===== config.mk =====
export PLATFORM = sky130hd
export DESIGN_NAME = rvfi_retire_serializer_flat
export DESIGN_NICKNAME = d
export VERILOG_FILES = /design/src/rtl/rvfi_retire_serializer_pkg.sv /design/src/rtl/rvfi_retire_serializer_if.sv /design/src/rtl/rvfi_lane_compactor.sv /design/src/rtl/rvfi_retire_serializer.sv /design/src/flat_wrapper.sv
export SDC_FILE = /design/constraint.sdc
export NUM_CORES = 2
export LEC_CHECK = 0
export CAP_MARGIN = 20
export CORE_ASPECT_RATIO = 1.75
export CORE_MARGIN = 5
export CORE_UTILIZATION = 30
export DETAILED_ROUTE_END_ITERATION = 7
export PLACE_DENSITY = 0.51
export SLEW_MARGIN = 15
export SYNTH_ARGS = -nofsm -noshare
export SYNTH_HDL_FRONTEND = slang
export SYNTH_SLANG_ARGS = --single-unit

===== constraint.sdc =====
create_clock -name clk_i -period 14.05 [get_ports clk_i]
set_clock_uncertainty 0.05 [all_clocks]
set_input_delay 2.1075 -clock clk_i [delete_from_list [all_inputs] [get_ports clk_i]]
set_output_delay 2.1075 -clock clk_i [all_outputs]
set_load 0.02 [all_outputs]

===== src/rtl/rvfi_retire_serializer_pkg.sv =====
// rvfi_ser_pkg: shared entry type and lane popcount for the retire serializer
package rvfi_ser_pkg;
  localparam int XLEN = 32;
  localparam int ORDER_W = 64;
  typedef struct packed {
    logic [ORDER_W-1:0] order;
    logic [XLEN-1:0] pc;
    logic [31:0] insn;
    logic trap;
  } rvfi_ser_entry_t;
  function automatic logic [3:0] popcount(input logic [7:0] v);
    popcount = '0;
    for (int i = 0; i < 8; i++) popcount += 4'(v[i]);
  endfunction
endpackage


===== src/rtl/rvfi_retire_serializer_if.sv =====
// rvfi_retire_serializer_if: in-order retirement stream towards the pipeline shell
interface rvfi_retire_serializer_if #(parameter int XLEN = 32, parameter int ORDER_W = 64);
  logic valid;
  logic ready;
  logic [ORDER_W-1:0] order;
  logic [XLEN-1:0] pc;
  logic [31:0] insn;
  logic trap;
  modport master(output valid, order, pc, insn, trap, input ready);
  modport slave(input valid, order, pc, insn, trap, output ready);
endinterface


===== src/rtl/rvfi_lane_compactor.sv =====
// rvfi_lane_compactor: packs valid lanes densely into slots 0..k-1 in lane order
module rvfi_lane_compactor
  import rvfi_ser_pkg::*;
#(
  parameter int NRET = 2,
  parameter int EW = 129
) (
  input  logic [NRET-1:0] valid,
  input  logic [NRET-1:0][EW-1:0] lanes,
  output logic [NRET-1:0][EW-1:0] slots,
  output logic [3:0] k
);
  always_comb begin
    int n;
    n = 0;
    slots = '0;
    for (int i = 0; i < NRET; i++)
      if (valid[i]) begin
        slots[n] = lanes[i];
        n++;
      end
  end
  assign k = popcount(8'(valid));
endmodule


===== src/rtl/rvfi_retire_serializer.sv =====
// rvfi_retire_serializer: buffers up to NRET retirements/cycle and replays them one per cycle with order checking
module rvfi_retire_serializer
  import rvfi_ser_pkg::*;
#(
  parameter int NRET = 2,
  parameter int DEPTH = 16,
  parameter int XLEN = 32,
  parameter int ORDER_W = 64
) (
  input  logic clk_i,
  input  logic rst_ni,
  input  logic flush_i,
  input  logic [NRET-1:0] rvfi_valid_i,
  input  logic [NRET*ORDER_W-1:0] rvfi_order_i,
  input  logic [NRET*XLEN-1:0] rvfi_pc_i,
  input  logic [NRET*32-1:0] rvfi_insn_i,
  input  logic [NRET-1:0] rvfi_trap_i,
  rvfi_retire_serializer_if.master out,
  output logic [$clog2(DEPTH+1)-1:0] count_o,
  output logic overflow_o,
  output logic order_err_o
);
  localparam int AW = $clog2(DEPTH);
  localparam int CW = $clog2(DEPTH+1);
  localparam int EW = ORDER_W + XLEN + 33;
  logic [EW-1:0] mem [DEPTH];
  logic [AW-1:0] wr_ptr, rd_ptr;
  logic [CW-1:0] count;
  logic [ORDER_W-1:0] exp_order;
  logic exp_valid, pop, fits, push;
  logic [NRET-1:0][EW-1:0] lanes, slots;
  logic [3:0] k;
  always_comb begin
    lanes = '0;
    for (int i = 0; i < NRET; i++)
      lanes[i] = {rvfi_order_i[i*ORDER_W +: ORDER_W], rvfi_pc_i[i*XLEN +: XLEN],
                  rvfi_insn_i[i*32 +: 32], rvfi_trap_i[i]};
  end
  rvfi_lane_compactor #(.NRET(NRET), .EW(EW)) u_compactor (
    .valid(rvfi_valid_i),
    .lanes(lanes),
    .slots(slots),
    .k(k)
  );
  assign pop = out.valid && out.ready;
  // the slot freed by a same-cycle pop is available to this cycle's push
  assign fits = int'(count) + int'(k) - int'(pop) <= DEPTH;
  assign push = !flush_i && fits && k != 4'd0;
  assign out.valid = count != '0;
  assign {out.order, out.pc, out.insn, out.trap} = out.valid ? mem[rd_ptr] : '0;
  assign count_o = count;
  always_ff @(posedge clk_i)
    for (int s = 0; s < NRET; s++)
      if (push && s < int'(k)) mem[wr_ptr + AW'(s)] <= slots[s];
  always_ff @(posedge clk_i or negedge rst_ni)
    if (!rst_ni) begin
      wr_ptr <= '0;
      rd_ptr <= '0;
      count <= '0;
      exp_order <= '0;
      exp_valid <= 1'b0;
      overflow_o <= 1'b0;
      order_err_o <= 1'b0;
    end else if (flush_i) begin
      wr_ptr <= '0;
      rd_ptr <= '0;
      count <= '0;
      exp_valid <= 1'b0;
    end else begin
      if (pop) begin
        rd_ptr <= rd_ptr + 1'b1;
        if (exp_valid && out.order != exp_order) order_err_o <= 1'b1;
        exp_order <= out.order + ORDER_W'(1);
        exp_valid <= 1'b1;
      end
      if (push) wr_ptr <= wr_ptr + AW'(k);
      if (k != 4'd0 && !fits) overflow_o <= 1'b1;
      count <= count - CW'(pop) + (push ? CW'(k) : '0);
    end
endmodule


===== src/flat_wrapper.sv =====
// flat-port wrapper written by rule: the top's interface ports become plain ports
module rvfi_retire_serializer_flat import rvfi_ser_pkg::*;
#(
  parameter int NRET = 2,
  parameter int DEPTH = 16,
  parameter int XLEN = 32,
  parameter int ORDER_W = 64
)
  (clk_i, rst_ni, flush_i, rvfi_valid_i, rvfi_order_i, rvfi_pc_i, rvfi_insn_i, rvfi_trap_i, count_o, overflow_o, order_err_o, out_valid, out_order, out_pc, out_insn, out_trap, out_ready);
  rvfi_retire_serializer_if #(.XLEN(XLEN), .ORDER_W(ORDER_W)) out_i ();
  input  logic clk_i;
  input  logic rst_ni;
  input  logic flush_i;
  input  logic [NRET-1:0] rvfi_valid_i;
  input  logic [NRET*ORDER_W-1:0] rvfi_order_i;
  input  logic [NRET*XLEN-1:0] rvfi_pc_i;
  input  logic [NRET*32-1:0] rvfi_insn_i;
  input  logic [NRET-1:0] rvfi_trap_i;
  output logic [$clog2(DEPTH+1)-1:0] count_o;
  output logic overflow_o;
  output logic order_err_o;
  output wire logic [$bits(out_i.valid)-1:0] out_valid;
  output wire logic [$bits(out_i.order)-1:0] out_order;
  output wire logic [$bits(out_i.pc)-1:0] out_pc;
  output wire logic [$bits(out_i.insn)-1:0] out_insn;
  output wire logic [$bits(out_i.trap)-1:0] out_trap;
  input wire logic [$bits(out_i.ready)-1:0] out_ready;
  assign out_valid = out_i.valid;
  assign out_order = out_i.order;
  assign out_pc = out_i.pc;
  assign out_insn = out_i.insn;
  assign out_trap = out_i.trap;
  assign out_i.ready = out_ready;
  rvfi_retire_serializer #(.NRET(NRET), .DEPTH(DEPTH), .XLEN(XLEN), .ORDER_W(ORDER_W)) u_core (.clk_i(clk_i), .rst_ni(rst_ni), .flush_i(flush_i), .rvfi_valid_i(rvfi_valid_i), .rvfi_order_i(rvfi_order_i), .rvfi_pc_i(rvfi_pc_i), .rvfi_insn_i(rvfi_insn_i), .rvfi_trap_i(rvfi_trap_i), .out(out_i), .count_o(count_o), .overflow_o(overflow_o), .order_err_o(order_err_o));
endmodule

# Yosys cells after proc, flatten, opt, wreduce, memory -nomap -nowiden
# Memories as Yosys holds them, arrays and structs flattened.
# Index checks and enable logic that the tools add are counted.
dict set report totals {
  reg_bits 80
  latchBits 0
  mem_bits_rw 2064
  rom_bits 0
  input_bits 264
  output_inout_bits 137
  wordCells 60
  memories 1
}
# name words word_bits rd rd_ports_with_merged_regs wr line_no
set memory_table {}
lappend memory_table {u_core.mem 16 129 1 0 2 rvfi_retire_serializer.sv:26} ;# logic [EW-1:0] mem [DEPTH];
dict set report op_classes {
  n_addsub 9
  mul 0
  n_div 0
  order_cmp 5
  n_eq_ne 1
  n_shift 0
  mux 19
  n_bitwise 1
  reduce_logical 17
}
# cell n
set ops {}
lappend ops {{$mux 129} 3}
lappend ops {{$bwmux 258} 1}
lappend ops {{$mux 258} 1}
lappend ops {{$demux 129 s1} 1}
lappend ops {{$add 64x1->64 const B} 1}
lappend ops {{$ne 64x64->1} 1}
lappend ops {{$ge 32x1->1 const B} 1}
lappend ops {{$le 32x6->1 const B} 1}
lappend ops {{$sub 32x2->32} 1}
lappend ops {{$mux 4} 4}
lappend ops {{$add 4x1->4 const B} 2}
lappend ops {{$logic_and 1x1->1} 8}
lappend ops {{$mux 1} 7}
lappend ops {{$add 5x2->6} 1}
lappend ops {{$add 5x5->5} 1}
lappend ops {{$mux 5} 1}
lappend ops {{$reduce_bool 5->1} 1}
lappend ops {{$sub 5x1->5} 1}
lappend ops {{$add 4x2->4} 1}
lappend ops {{$lt 1x2->1 const A} 2}
lappend ops {{$reduce_and 2->1} 2}
lappend ops {{$reduce_bool 2->1} 2}
lappend ops {{$reduce_bool 4->1} 1}
lappend ops {{$reduce_and 3->1} 1}
lappend ops {{5 further kinds} 6}

# Logic depth before layout (Yosys ltp)
dict set report logic_depth {
  ltp_word 9
  depth_mapped 26
  mapped_depth_nobuf 24
}

# Cells and area by module
# From an unflattened synthesis, not the netlist that was laid out.
dict set report hier_totals {
  hier_cells 6939
  hier_area_um2 113197.3
}
# module n_inst cells_per_inst area_per_inst_um2 seq_area_each_um2
set modules_own_cells {}
lappend modules_own_cells {rvfi_retire_serializer 1 6617 110877.6 63981.4}
lappend modules_own_cells {rvfi_lane_compactor 1 322 2319.7 0.0}

# Worst setup path after synthesis
# No wires, ideal clock.
dict set report synth_path {
  path_kind {input-to-reg}
  start {input rvfi_valid_i[0]}
  end {memory u_core.mem[4][0] (enable)}
  setup_ns 0.795
  arrival_ns 14.018
  required_ns 13.205
  path_slack_ns -0.813
  path_stages 17
  n_path_buf 1
  cell_sequence {inv_1 ha_1 ha_1 ha_1 a21oi_1 xnor2_1 nand4b_1 nor2_1 ha_1 nor2b_1 o21ai_0 o32ai_1 and3_1 o21a_1 clkbuf_1 nand3b_1 o21ai_0}
}
# element line_no
set synth_rtl {}
lappend synth_rtl {{from (decl)} flat_wrapper.sv:14} ;# input logic [NRET-1:0] rvfi_valid_i;
lappend synth_rtl {{to (decl)} rvfi_retire_serializer.sv:26}

==> results.py <==
metrics = {
    "detailed_routing": {
        "via_count": 69422,
        "drcViolationCount": 0,
        "antenna_left": 0,
        "drt-wirelength-per-cell_um": 33.9,
        "drt_iter0_drc": 6475,
        "viasPerCell": 5.56,
        "first_pass_iters": 6,
        "routed_wl_mm": 423,
    },
    "global_route": {
        "grt_pass1_wl_mm": 585,
        "grt_max_degree": 145,
        "grt.total_usage": 0.217,
        "grt_antenna_before_repair": 20,
        "grt_pass1_vias": 72847,
        "grt-ovfl-total": 0,
    },
    "placement": {
        "io_buffers": 400,
        "post-dp-hpwl_mm": 243,
        "gp_congestion": 0.831,
    },
    "setup_path": {
        "r2r_slack_ns": 6.18,
        "cp.required_ns": 14.52,
        "crit_type": "in2reg",
        "cp-end-kind": "flip-flop",
        "cp_max_fo": 32,
        "start_kind": "input pin",
        "arrival_ns": 9.30,
    },
    "clock_tree": {
        "clockRootBuffer": "clkbuf_16",
        "holdBufCountCts": 0,
        "clk_latency_ns": 0.92,
        "cts_resized": 0,
        "cts_tree": "done",
        "clock-sinks": 2144,
        "cts_made_buffers": 224,
        "h-tree-depth": 4,
        "cts_buffer_depth": 4,
        "path_clk_slew_ns": 0.06,
        "cts_setup_buffers": 0,
    },
    "floorplanning": {
        "initial_core_util": 0.301,
        "core_area_mm2": 0.365,
        "die-area_mm2": 0.379,
        "ios": 401,
        "placementRows": 294,
        "die_w_um": 467,
        "die_y_um": 810,
    },
    "synthesis": {
        "synth_edf_count": 2064,
        "synth_seq_cells": 2144,
        "synth-main-ff-cell": "edfxtp_1",
        "syn_nets": 7581,
        "netlist_area_mm2": 0.110,
        "synthCells": 7296,
        "ys_types": 95,
        "async_flop_share": 0.0373,
        "syn_area_per_cell_um2": 15.0,
        "ys_warn_count": 0,
        "seq_area_frac_synth": 0.583,
    },
    "power": {
        "power.leakage_nw": 41.4,
        "power_density_mw_per_mm2": 157,
        "p_comb_frac": 0.314,
        "clkPwrFrac": 0.300,
        "switching_power_mw": 6.64,
        "p_sw_frac": 0.335,
        "irDropWorstVdd_mv": 0.203,
        "internal_power_mw": 13.2,
        "p_seq_frac": 0.386,
    },
    "finish": {
        "drive_above_1_share": 0.154,
        "area_delta_synth_final_pct": 15.0,
        "fill_cells": 35205,
        "final_core_util": 0.346,
        "nets": 7712,
        "regArea_mm2": 0.0640,
        "multi_input_area_mm2": 0.0422,
    },
    "timing": {
        "hold_viol_final": 0,
        "drv_slew": 0,
        "finalSetupTns_ns": 0,
        "fin_crit_ns": 8.82,
        "rsz0062_at_grt": "no",
        "fin_crit_sh": 0.628,
        "final-setup-viol-count": 0,
        "max_slew.worst_pin.slew_ns": 1.26,
        "max_slew_margin": 0.160,
        "timing.fmax_ghz": 0.113,
    },
    "flow_run": {
        "max_cap_viol_count": 0,
    },
    "worst_hold_path": {
        "hold_path_class": "reg2reg",
    },
    "run_status": {
        "status": "finished clean",
    },
}
[synth_stat cells, types with 7 or more instances]
| cell type | instances | area, µm² |
|---|---|---|
| edfxtp_1 | 2064 | 62000 |
| mux2i_1 | 2034 | 20400 |
| a21oi_1 | 551 | 2760 |
| clkbuf_1 | 480 | 1800 |
| mux4_2 | 459 | 10300 |
| nand2_1 | 284 | 1070 |
| buf_1 | 208 | 781 |
| a22oi_1 | 204 | 1530 |
| nor2_1 | 91 | 342 |
| dfrtp_1 | 80 | 2000 |
| xnor2_1 | 79 | 692 |
| o21ai_0 | 77 | 385 |
| and2_1 | 75 | 469 |
| buf_2 | 46 | 230 |
| inv_1 | 46 | 173 |
| nand3_1 | 43 | 215 |
| xor2_1 | 41 | 359 |
| mux2_2 | 31 | 349 |
| buf_6 | 28 | 315 |
| nor3_1 | 24 | 120 |
| mux4_1 | 22 | 578 |
| ha_1 | 20 | 250 |
| a221oi_1 | 18 | 158 |
| nor2b_1 | 18 | 113 |
| o22ai_1 | 18 | 113 |
| nand2b_1 | 17 | 106 |
| nand4_1 | 16 | 100 |
| buf_12 | 15 | 300 |
| nor4_1 | 14 | 87.6 |
| buf_4 | 11 | 82.6 |
| o21ai_1 | 11 | 55.1 |
| nand4b_1 | 10 | 87.6 |
| nand3b_1 | 9 | 67.6 |
| a22o_1 | 8 | 70.1 |
| a31oi_1 | 8 | 50.1 |
| buf_8 | 8 | 120 |
| a21o_1 | 7 | 52.6 |
[kinds of logic (layout without fill, tap and decap cells)]
| logic type | after synthesis | in the layout | synth area share |
|---|---|---|---|
| mux | 2546 | 2546 | 0.288 |
| xor+xnor | 120 | 120 | 0.00957 |
| fa+ha+maj | 21 | 21 | 0.00246 |
| other cells | 0 | 14 | 0 |
| simple gates | 653 | 653 | 0.0297 |
| compound gates | 964 | 964 | 0.0523 |
| buf+inv | 848 | 1139 | 0.0350 |
| flops | 2144 | 2144 | 0.583 |
[metal layers]
layer,part of all wire,GRT usage,up-vias
li1,-,-,28910
met1,0.38,0.260,37102
met2,0.52,0.394,2669
met3,0.054,0.0261,733
met4,0.044,0.0843,8
met5,0.00013,0,-
[power groups by stage]
stage / Clock [mW] / Sequential [mW] / Combinational [mW]
floorplan: 0 / 7.77 / 3.61
global placement: 0 / 7.77 / 6.23
detailed placement: 0 / 7.79 / 6.27
CTS: 6.05 / 7.66 / 6.29
global route: 6.29 / 7.68 / 6.53
finish: 5.95 / 7.66 / 6.22
[final cells by class]
class                           count  share of cell area
Sequential cell                  2144               0.507
Inverter                           50             0.00157
Tap cell                         4884              0.0484
Clock buffer                      264              0.0456
Antenna cell                       14            0.000277
Clock inverter                    122             0.00956
Timing Repair Buffer              703              0.0532
Multi-Input combinational cell   4304               0.335
[cells in the final DEF (no fill, tap or decap), types with 29 or more instances in the layout]
master,n
mux2_2,31
and2_1,74
dfrtp_1,76
nor2_1,66
edfxtp_1,2064
buf_4,251
o21ai_0,76
clkinv_1,51
mux2i_1,2034
clkbuf_16,224
a21oi_1,551
xnor2_1,79
xor2_1,41
nand2_1,283
clkinv_2,32
nand3_1,42
clkbuf_1,40
inv_1,45
mux4_2,459
a22oi_1,204
buf_12,29
clkdlybuf4s50_1,398
[metrics by stage]
step	instances	hold WS, ns	power, mW	cell area [µm²]	setup WS (ns)
after global placement	12029	0.423	14.0	119000	4.03
final	12485	0.447	19.8	126000	5.23
after floorplan	7296	0.400	11.4	110000	2.22
after detailed placement	12045	0.434	14.1	119000	4.44
after global routing	12475	0.463	20.5	126000	4.79
after CTS	12431	0.453	20.0	126000	5.22
[worst paths after layout]
check	start	endpoint	cells after the start
max in group asynchronous	rst_ni	u_core.exp_order[27]	3
worst min register to register	u_core.exp_order[26]	u_core.exp_order[26]	2
worst max-delay path	rvfi_valid_i[1]	u_core.mem[0][91]	19
min in group asynchronous	rst_ni	u_core.exp_order[52]	1
worst min-delay path	u_core.exp_order[26]	u_core.exp_order[26]	2
worst max register to register	u_core.count_o[2]	u_core.mem[0][91]	20
[state kept, by name, indices dropped and copies added (netlist names)]
name	flops
u_core.exp_valid	1
u_core.exp_order	64
u_core.rd_ptr	4
u_core.count_o	5
u_core.order_err_o	1
u_core.mem	2064
u_core.wr_ptr	4
u_core.overflow_o	1
[critical path: stages]
cell and delay, ns:
clkdlybuf4s50_1 0.72, inv_1 0.23, ha_1 0.37, ha_1 0.23
ha_1 0.20, a21oi_1 0.28, xnor2_1 0.23, nand4b_1 0.20
nor2_1 0.17, ha_1 0.15, nor2b_1 0.21, o21ai_0 0.16
o32ai_1 0.38, and3_1 0.26, o21a_1 0.40, nand3_1 0.73
o22ai_4 0.98, buf_4 0.58, buf_4 0.61
Note: power is estimated with default switching activity, not from simulation.
